==> src/rtl/adder_pkg.sv <==
// rtl/adder_pkg.sv - Shared state encoding and sizing helpers for the chunked adder.
package adder_pkg;

  typedef enum logic [1:0] {IDLE, RUN, DONE} state_t;

  // A single-chunk configuration still needs a one-bit index register.
  function automatic int idx_width(input int n);
    return (n <= 1) ? 1 : $clog2(n);
  endfunction

endpackage

==> src/rtl/chunk_adder.sv <==
// rtl/chunk_adder.sv - Combinational CHUNK-bit ripple adder with carry in/out.
module chunk_adder #(
  parameter int CHUNK = 4
) (
  input  logic [CHUNK-1:0] a,
  input  logic [CHUNK-1:0] b,
  input  logic             cin,
  output logic [CHUNK-1:0] s,
  output logic             cout
);

  assign {cout, s} = {1'b0, a} + {1'b0, b} + {{CHUNK{1'b0}}, cin};

endmodule

==> src/rtl/chunked_seq_adder.sv <==
// rtl/chunked_seq_adder.sv - Multi-cycle add/sub, CHUNK bits per clock through a registered carry.
module chunked_seq_adder
  import adder_pkg::*;
#(
  parameter int WIDTH = 16,
  parameter int CHUNK = 4
) (
  input  logic             clk,
  input  logic             rst,
  input  logic             in_valid,
  output logic             in_ready,
  input  logic [WIDTH-1:0] A,
  input  logic [WIDTH-1:0] B,
  input  logic             Sub,
  output logic             out_valid,
  input  logic             out_ready,
  output logic [WIDTH-1:0] Sum,
  output logic             Cout,
  output logic             Ovf
);

  localparam int NCHUNK = WIDTH / CHUNK;
  localparam int IW = idx_width(NCHUNK);
  localparam logic [IW-1:0] LAST = IW'(NCHUNK - 1);

  if (CHUNK < 1 || CHUNK > WIDTH || (WIDTH % CHUNK) != 0) begin : g_bad_params
    $error("chunked_seq_adder: WIDTH must be a positive multiple of CHUNK");
  end

  state_t           state;
  logic [WIDTH-1:0] a_r;
  logic [WIDTH-1:0] b_r;
  logic [WIDTH-1:0] res;
  logic             carry;
  logic [IW-1:0]    idx;

  logic [CHUNK-1:0] a_chunk;
  logic [CHUNK-1:0] b_chunk;
  logic [CHUNK-1:0] s_chunk;
  logic             c_chunk;
  logic [WIDTH-1:0] res_next;

  always_comb begin
    a_chunk = a_r[int'(idx)*CHUNK +: CHUNK];
    b_chunk = b_r[int'(idx)*CHUNK +: CHUNK];
  end

  chunk_adder #(.CHUNK(CHUNK)) u_chunk (
    .a   (a_chunk),
    .b   (b_chunk),
    .cin (carry),
    .s   (s_chunk),
    .cout(c_chunk)
  );

  // Result including the chunk being computed this cycle, so the last RUN cycle can publish it directly.
  always_comb begin
    res_next = res;
    res_next[int'(idx)*CHUNK +: CHUNK] = s_chunk;
  end

  assign in_ready = (state == IDLE) && !rst;

  always_ff @(posedge clk) begin
    if (rst) begin
      state     <= IDLE;
      a_r       <= '0;
      b_r       <= '0;
      res       <= '0;
      carry     <= 1'b0;
      idx       <= '0;
      out_valid <= 1'b0;
      Sum       <= '0;
      Cout      <= 1'b0;
      Ovf       <= 1'b0;
    end else begin
      case (state)
        IDLE: begin
          if (in_valid) begin
            a_r   <= A;
            b_r   <= Sub ? ~B : B;
            carry <= Sub;
            idx   <= '0;
            res   <= '0;
            state <= RUN;
          end
        end
        RUN: begin
          res   <= res_next;
          carry <= c_chunk;
          idx   <= idx + IW'(1);
          if (idx == LAST) begin
            Sum       <= res_next;
            Cout      <= c_chunk;
            Ovf       <= (a_r[WIDTH-1] == b_r[WIDTH-1]) && (res_next[WIDTH-1] != a_r[WIDTH-1]);
            out_valid <= 1'b1;
            state     <= DONE;
          end
        end
        DONE: begin
          if (out_ready) begin
            out_valid <= 1'b0;
            state     <= IDLE;
          end
        end
        default: state <= IDLE;
      endcase
    end
  end

endmodule

==> config.mk <==
export PLATFORM = sky130hd
export DESIGN_NAME = chunked_seq_adder
export DESIGN_NICKNAME = d
export VERILOG_FILES = /design/src/rtl/adder_pkg.sv /design/src/rtl/chunk_adder.sv /design/src/rtl/chunked_seq_adder.sv
export SDC_FILE = /design/constraint.sdc
export NUM_CORES = 1
export LEC_CHECK = 0
export CAP_MARGIN = 10
export CORE_MARGIN = 2
export CORE_UTILIZATION = 31
export CTS_CLUSTER_SIZE = 8
export DETAILED_ROUTE_END_ITERATION = 7
export PLACE_DENSITY = 0.56
export SYNTH_ARGS = -nofsm -noshare
export SYNTH_HDL_FRONTEND = slang
export SYNTH_SLANG_ARGS = --single-unit
==> constraint.sdc <==
create_clock -name clk -period 3.5 [get_ports clk]
set_input_delay 0.35 -clock clk [delete_from_list [all_inputs] [get_ports clk]]
set_output_delay 0.35 -clock clk [all_outputs]
set_load 0.01 [all_outputs]
Word-level counts from Yosys, hierarchy flattened --
Index checks and enable logic that the tools add are counted. Widths: inputs -> output; s select.
Word-level totals: word-level logic and storage cells 53, input port bits 37, register bits after elaboration 72, output and inout bits 20
Operators by class: mux-type cells 15, equality and inequality tests 8, add/subtract/negate cells 4, shifts and indexed selects 4, reduce and logical (&&, ||, !) cells 11, bitwise operators 1
Operator list (number):
- $neg 4->33 | 1
- $shift 4x33->16 const A | 1
- $shiftx 4x33->16 | 1
- $mux 16 | 2
- $pmux 16 s2 | 1
- $shiftx 16x5->4 | 2
- $bwmux 16 | 1
- $not 16->16 | 1
- $mux 2 | 4
- $ne 2x2->1 const B | 3
- $pmux 2 s3 | 1
- $reduce_and 2->1 | 3
- $reduce_and 3->1 | 2
- $add 4x4->5 | 1
- $add 5x1->5 | 1
- $eq 2x2->1 const B | 2
- $pmux 1 s2 | 2
- $pmux 2 s2 | 1
- $reduce_bool 2->1 | 2
- $mux 1 | 3
- $add 2x1->2 const B | 1
- $eq 2x1->1 const B | 1
- $logic_and 1x1->1 | 2
- $logic_not 2->1 | 1
- other kinds (3) | 3

Longest topological paths before layout --
depth after elaboration 7, depth in mapped cells 11, gate-level depth less buffers 9

Modules after synthesis --
A second synthesis with hierarchy kept.
Second synthesis, totals: cell total of the unflattened synthesis 379, area total of the unflattened synthesis 3560.9 µm²
By module, submodules not included:
- chunked_seq_adder | area each 3417.0 µm², cells an instance 363, sequential area each 1441.4 µm², times used 1
- chunk_adder | area each 143.9 µm², cells an instance 16, sequential area each 0.0 µm², times used 1

Least setup slack after synthesis --
Ideal clock, no wire load.
kind flip-flop to flip-flop, from register idx[0], to register Ovf, required time 3.412 ns, buffers on the path 2, arrival time 2.721 ns, setup time 0.088 ns, setup slack 0.691 ns, clock period less this slack 2.809 ns, cell stages (with the launch flop) 10, path through dfxtp_1 buf_6 buf_2 mux4_2 ha_1 a21oi_1 a21boi_1 o31a_1 or3_1 a311oi_2
On the way: cells in the longest elaborated chain, start to end 7, elaborated cells between the ends (all ways) 12, classes of those cells add/sub (3); eq/ne (2); shift (4); mux (1); reduce/logical (2)
RTL lines:
- from (decl) | RTL line chunked_seq_adder.sv:35 | logic [IW-1:0] idx;
- from (signal assigned) | RTL line chunked_seq_adder.sv:91 | idx <= idx + IW'(1);
- $shiftx 16x5->4, on equally long branches | RTL line chunked_seq_adder.sv:44, chunked_seq_adder.sv:45
- $add 4x4->5 | RTL line chunk_adder.sv:12 | assign {cout, s} = {1'b0, a} + {1'b0, b} + {{CHUNK{1'b0}}, cin};
- $add 5x1->5 | RTL line chunk_adder.sv:12
- $shiftx 4x33->16 | RTL line chunked_seq_adder.sv:59 | res_next[int'(idx)*CHUNK +: CHUNK] = s_chunk;
- $bwmux 16 | RTL line chunked_seq_adder.sv:59
- $ne 1x1->1 | RTL line chunked_seq_adder.sv:95 | Ovf <= (a_r[WIDTH-1] == b_r[WIDTH-1]) && (res_next[WIDTH-1] != a_r[WIDTH-1]);
- $logic_and 1x1->1 | RTL line chunked_seq_adder.sv:95
- to (signal assigned) | RTL line chunked_seq_adder.sv:95
- to (decl) | RTL line chunked_seq_adder.sv:19 | output logic Ovf
Parallel ways exist; a longest one is shown, timed or not. A chain may end at the register's enable or synchronous reset.

Worst setup path after layout --
from register idx[0], to register res[5]
On the way: cells in the longest elaborated chain, start to end 6, elaborated cells between the ends (all ways) 9, classes of those cells add/sub (3); shift (4); mux (2)
RTL lines:
- $shiftx 16x5->4, on equally long branches | RTL line chunked_seq_adder.sv:44, chunked_seq_adder.sv:45
- $add 4x4->5 | RTL line chunk_adder.sv:12
- $add 5x1->5 | RTL line chunk_adder.sv:12
- $shiftx 4x33->16 | RTL line chunked_seq_adder.sv:59
- $bwmux 16 * | RTL line chunked_seq_adder.sv:59
- $pmux 16 s2 * | RTL line chunked_seq_adder.sv:77 | case (state)
- to (signal assigned) | RTL line chunked_seq_adder.sv:89 | res <= res_next;
- to (decl) | RTL line chunked_seq_adder.sv:33 | logic [WIDTH-1:0] res;
Every way passes the cells marked *; elsewhere a longest branch is shown, timed or not.

==> reports/summary.log <==
INFO  status         status=finished clean
INFO  job            timing.max_cap.violations=0
INFO  timing         worst_clock_skew=0.00584ns
INFO  synthesis      synthesis.yosys.warnings=0
INFO  global_routing grt_usage=13.9%
INFO  cells_and_area num-nets-final=481
INFO  die            placeableCoreArea=10,700um2
INFO  synthesis      synthesis.area=3380um2
INFO  timing         final_hold_viol_count=0
INFO  place          io_buffer_count=56
INFO  place          pre_cts_slack=0.626ns
INFO  clock_network  htree_num_levels=3
INFO  timing         rsz0062_at_grt=false
INFO  timing         fin_hold_ws=0.457ns
INFO  clock_network  clock-root-buffer=sky130_fd_sc_hd__clkbuf_8
INFO  critical_path  timing.critical_path.mode_cell=sky130_fd_sc_hd__nor2_1
INFO  synthesis      synth-compound-area-share=18.1%
INFO  synthesis      synthXorXnorAreaFrac=4.41%
INFO  die            num_rows=38
INFO  synthesis      synth-edff-count=0
INFO  critical_path  criticalPathCategory=flop to flop
INFO  detailed_routing route.final.wire_length=7760um
INFO  global_routing via_count_of_the_first_global_routing_pass=2,684
INFO  power_and_ir_drop swShare=27.0%
INFO  hold_path      timing.hold.worst.class=flop to flop
INFO  detailed_routing via_count_of_the_routed_design=2,776
INFO  cells_and_area layout-area-overhead-vs-synth=23.9%
INFO  synthesis      synth_top_family_by_area=simple AND/OR/NAND/NOR gates
INFO  power_and_ir_drop power-per-cell-area=410nW/um2
INFO  synthesis      synth_flop_cell=sky130_fd_sc_hd__dfxtp_1
INFO  power_and_ir_drop p_comb_share=15.8%
INFO  critical_path  ff2ff_setup_slack=0.62ns
INFO  critical_path  worstPathMaxFanout=7
INFO  power_and_ir_drop ir_worst_vdd=0.166mV
INFO  clock_network  cts.sink_count=72
INFO  global_routing grt_max_degree=73
INFO  synthesis      syn-num-nets=439
INFO  critical_path  crit_path_top_delay_cell=sky130_fd_sc_hd__dfxtp_1
INFO  detailed_routing drt-vias-per-instance=4.80
INFO  clock_network  cts_tree=yes
INFO  synthesis      post_synth.cell_area_avg=8.64um2
INFO  synthesis      asyncSetResetFlopFracSynth=0%
INFO  die            die_area=11,800um2
INFO  power_and_ir_drop p_clk_share=33.1%
INFO  timing         worstMarginPinSlew=1.08ns
INFO  synthesis      post_synthesis_cells=391
INFO  power_and_ir_drop net-switching-power=464uW
INFO  timing         final_max_slew_viol_count=0
INFO  synthesis      synth.largest_area_cell=sky130_fd_sc_hd__dfxtp_1
INFO  clock_network  cts-root-to-sink-buffers=2
INFO  power_and_ir_drop sequentialPowerShare=51.1%
INFO  clock_network  cts_made_buffers=9
INFO  place          place_congestion=0.818
INFO  clock_network  path_clk_slew=0.07ns
INFO  power_and_ir_drop post-layout-total-power=1.72mW
INFO  cells_and_area layout_commonest_cell=sky130_fd_sc_hd__dfxtp_1
INFO  place          detailedPlacementHpwl=5450um
INFO  synthesis      post_synth_num_cell_types=38
INFO  power_and_ir_drop leakagePower=1.45nW
INFO  synthesis      yosysSeqAreaShare=42.7%
INFO  global_routing grt_antenna_before_repair=0
INFO  cells_and_area fill_cells=1,162
INFO  detailed_routing post_detailed_route_drc_marker_count=0
INFO  global_routing grt-ovfl-total=0
INFO  critical_path  critical_path_arrival=3.16ns
INFO  synthesis      synth_top_area_cells=sky130_fd_sc_hd__dfxtp_1 (43%), sky130_fd_sc_hd__nor2_1 (7.8%), sky130_fd_sc_hd__a211oi_1 (6.4%)
INFO  detailed_routing initialDrtViolationCount=81
INFO  synthesis      synthMuxAreaShare=5.96%
INFO  cells_and_area layout_common_cells=sky130_fd_sc_hd__dfxtp_1 (72), sky130_fd_sc_hd__nor2_1 (70), sky130_fd_sc_hd__clkdlybuf4s50_1 (55)
INFO  clock_network  holdBufCountCts=0
INFO  clock_network  cts_resized=0
INFO  critical_path  startpoint_type=flop
INFO  power_and_ir_drop p_int=1.25mW
INFO  clock_network  cts.repair_timing.setup_buffer_count=0
INFO  synthesis      yosys.area_share.simple=19.5%
INFO  critical_path  path_cells=mux4_2 -> fa_1 -> inv_1 -> fa_1 -> nor2_1 -> a41oi_1 -> nor2_1 -> a31oi_1 -> nor2_1
INFO  die            initial_cell_density_of_the_core=31.5%
INFO  timing         timing.final.crit_period=2.88ns
INFO  die            dieWidth=108um
INFO  synthesis      synth_largest_type_area_fraction=42.7%
INFO  synthesis      synth_seq_cells=72
INFO  timing         setup_violations_final=0
INFO  synthesis      synthAdderAreaFrac=4.52%
INFO  timing         fmaxAchievable=0.347GHz
INFO  detailed_routing final_antenna_net_count=0
INFO  global_routing grt_pass1_wl=12,700um
INFO  timing         setup_total_negative_slack=0ns
INFO  critical_path  worst_ep_required_time=3.78ns
INFO  cells_and_area antenna_cells_inserted=0
INFO  cells_and_area drive_gt1_share=7.53%
INFO  timing         min_period_over_period=82.2%
INFO  detailed_routing avgRoutedWirePerCell=13.4um
INFO  detailed_routing dr.pass1.iters=4
INFO  die            io-pin-count=57
INFO  clock_network  worst_skew_pair.late_latency=0.35ns
INFO  timing         maxSlewHeadroom=28.3%
INFO  timing         final_critical_path_setup_slack=0.622ns
INFO  die            die-height=108um
INFO  critical_path  timing.critical_path.to_type=flop
INFO  cells_and_area post_route_utilization=39.0%
INFO  critical_path  critical_path.max_stage_delay=0.58ns
[kinds of logic after synthesis]
group,Yosys count
and+or+nand+nor,149
AOI/OAI and AO/OA,93
DFF,72
buffers and inverters,39
xor gates and xnor gates,17
adders and majority gates,11
muxes,10
[layer usage]
| metal | part of all wire (%) | vias up | GRT usage [%] |
|---|---|---|---|
| met5 | 0 | - | 0 |
| met4 | 1.9 | 0 | 5.04 |
| met3 | 4.4 | 11 | 4.64 |
| met2 | 47 | 59 | 23.2 |
| met1 | 46 | 1261 | 16.7 |
| li1 | - | 1445 | - |
[area by class of cell]
type / count / area [um2] / area share, %
flip-flops and latches: 72 / 1440 / 34.4
clock inverters: 4 / 20.0 / 0.478
clock buffers: 12 / 145 / 3.47
multi-input cells: 280 / 1780 / 42.4
well taps: 140 / 175 / 4.18
repair buffers: 62 / 601 / 14.3
inverters: 8 / 30.0 / 0.717
[registers in the layout, indices dropped and copies added, names as in the netlist]
name,flops
Cout,1
state,2
idx,2
Sum,16
a_r,16
out_valid,1
Ovf,1
carry,1
b_r,16
res,16
[worst paths after layout]
check,startpoint,endpoint,depth (start not counted)
worst min register to register,a_r[12],a_r[12],2
worst min-delay path,a_r[12],a_r[12],2
worst max-delay path,idx[0],res[5],9
worst max register to register,idx[0],res[5],9
[per-stage QoR]
stage          instances  cell area [um2]
6_report             578             4190
4_1_cts              578             4190
3_5_place_dp         562             4020
3_3_place_gp         562             4020
5_1_grt              578             4190
2_1_floorplan        391             3380
[synthesized netlist by cell type, types with 2 or more instances]
cell,n
sky130_fd_sc_hd__and2_1,3
sky130_fd_sc_hd__o21a_1,2
sky130_fd_sc_hd__nand2_1,37
sky130_fd_sc_hd__and3_1,2
sky130_fd_sc_hd__mux4_2,8
sky130_fd_sc_hd__o21ai_0,3
sky130_fd_sc_hd__dfxtp_1,72
sky130_fd_sc_hd__clkbuf_1,19
sky130_fd_sc_hd__a211oi_1,29
sky130_fd_sc_hd__inv_1,8
sky130_fd_sc_hd__nor3_1,5
sky130_fd_sc_hd__a32oi_1,2
sky130_fd_sc_hd__a311oi_1,2
sky130_fd_sc_hd__a21oi_1,31
sky130_fd_sc_hd__nand3_1,6
sky130_fd_sc_hd__buf_1,3
sky130_fd_sc_hd__a31oi_1,16
sky130_fd_sc_hd__ha_1,9
sky130_fd_sc_hd__fa_1,2
sky130_fd_sc_hd__nor2_1,70
sky130_fd_sc_hd__a41oi_1,3
sky130_fd_sc_hd__nor2b_1,18
sky130_fd_sc_hd__nand2b_1,3
sky130_fd_sc_hd__buf_2,8
sky130_fd_sc_hd__xnor2_1,17
[power by group through the flow]
stage / Combinational, mW / Clock [mW] / Sequential (mW)
floorplan: 0.190 / 0 / 0.886
global placement: 0.269 / 0 / 0.898
detailed placement: 0.273 / 0 / 0.898
CTS: 0.274 / 0.586 / 0.879
global route: 0.303 / 0.625 / 0.883
finish: 0.271 / 0.570 / 0.878
[critical path: cells and delay by family, from the launching register on]
kind                       cells  cell delay [ns]
muxes                          1             0.58
AOI/OAI and AO/OA              2             0.24
and+or+nand+nor                3             0.46
buffers and inverters          1             0.09
adders and majority gates      2             0.86
DFF                            1             0.58
No activity file was read; power rests on OpenSTA's default activity.
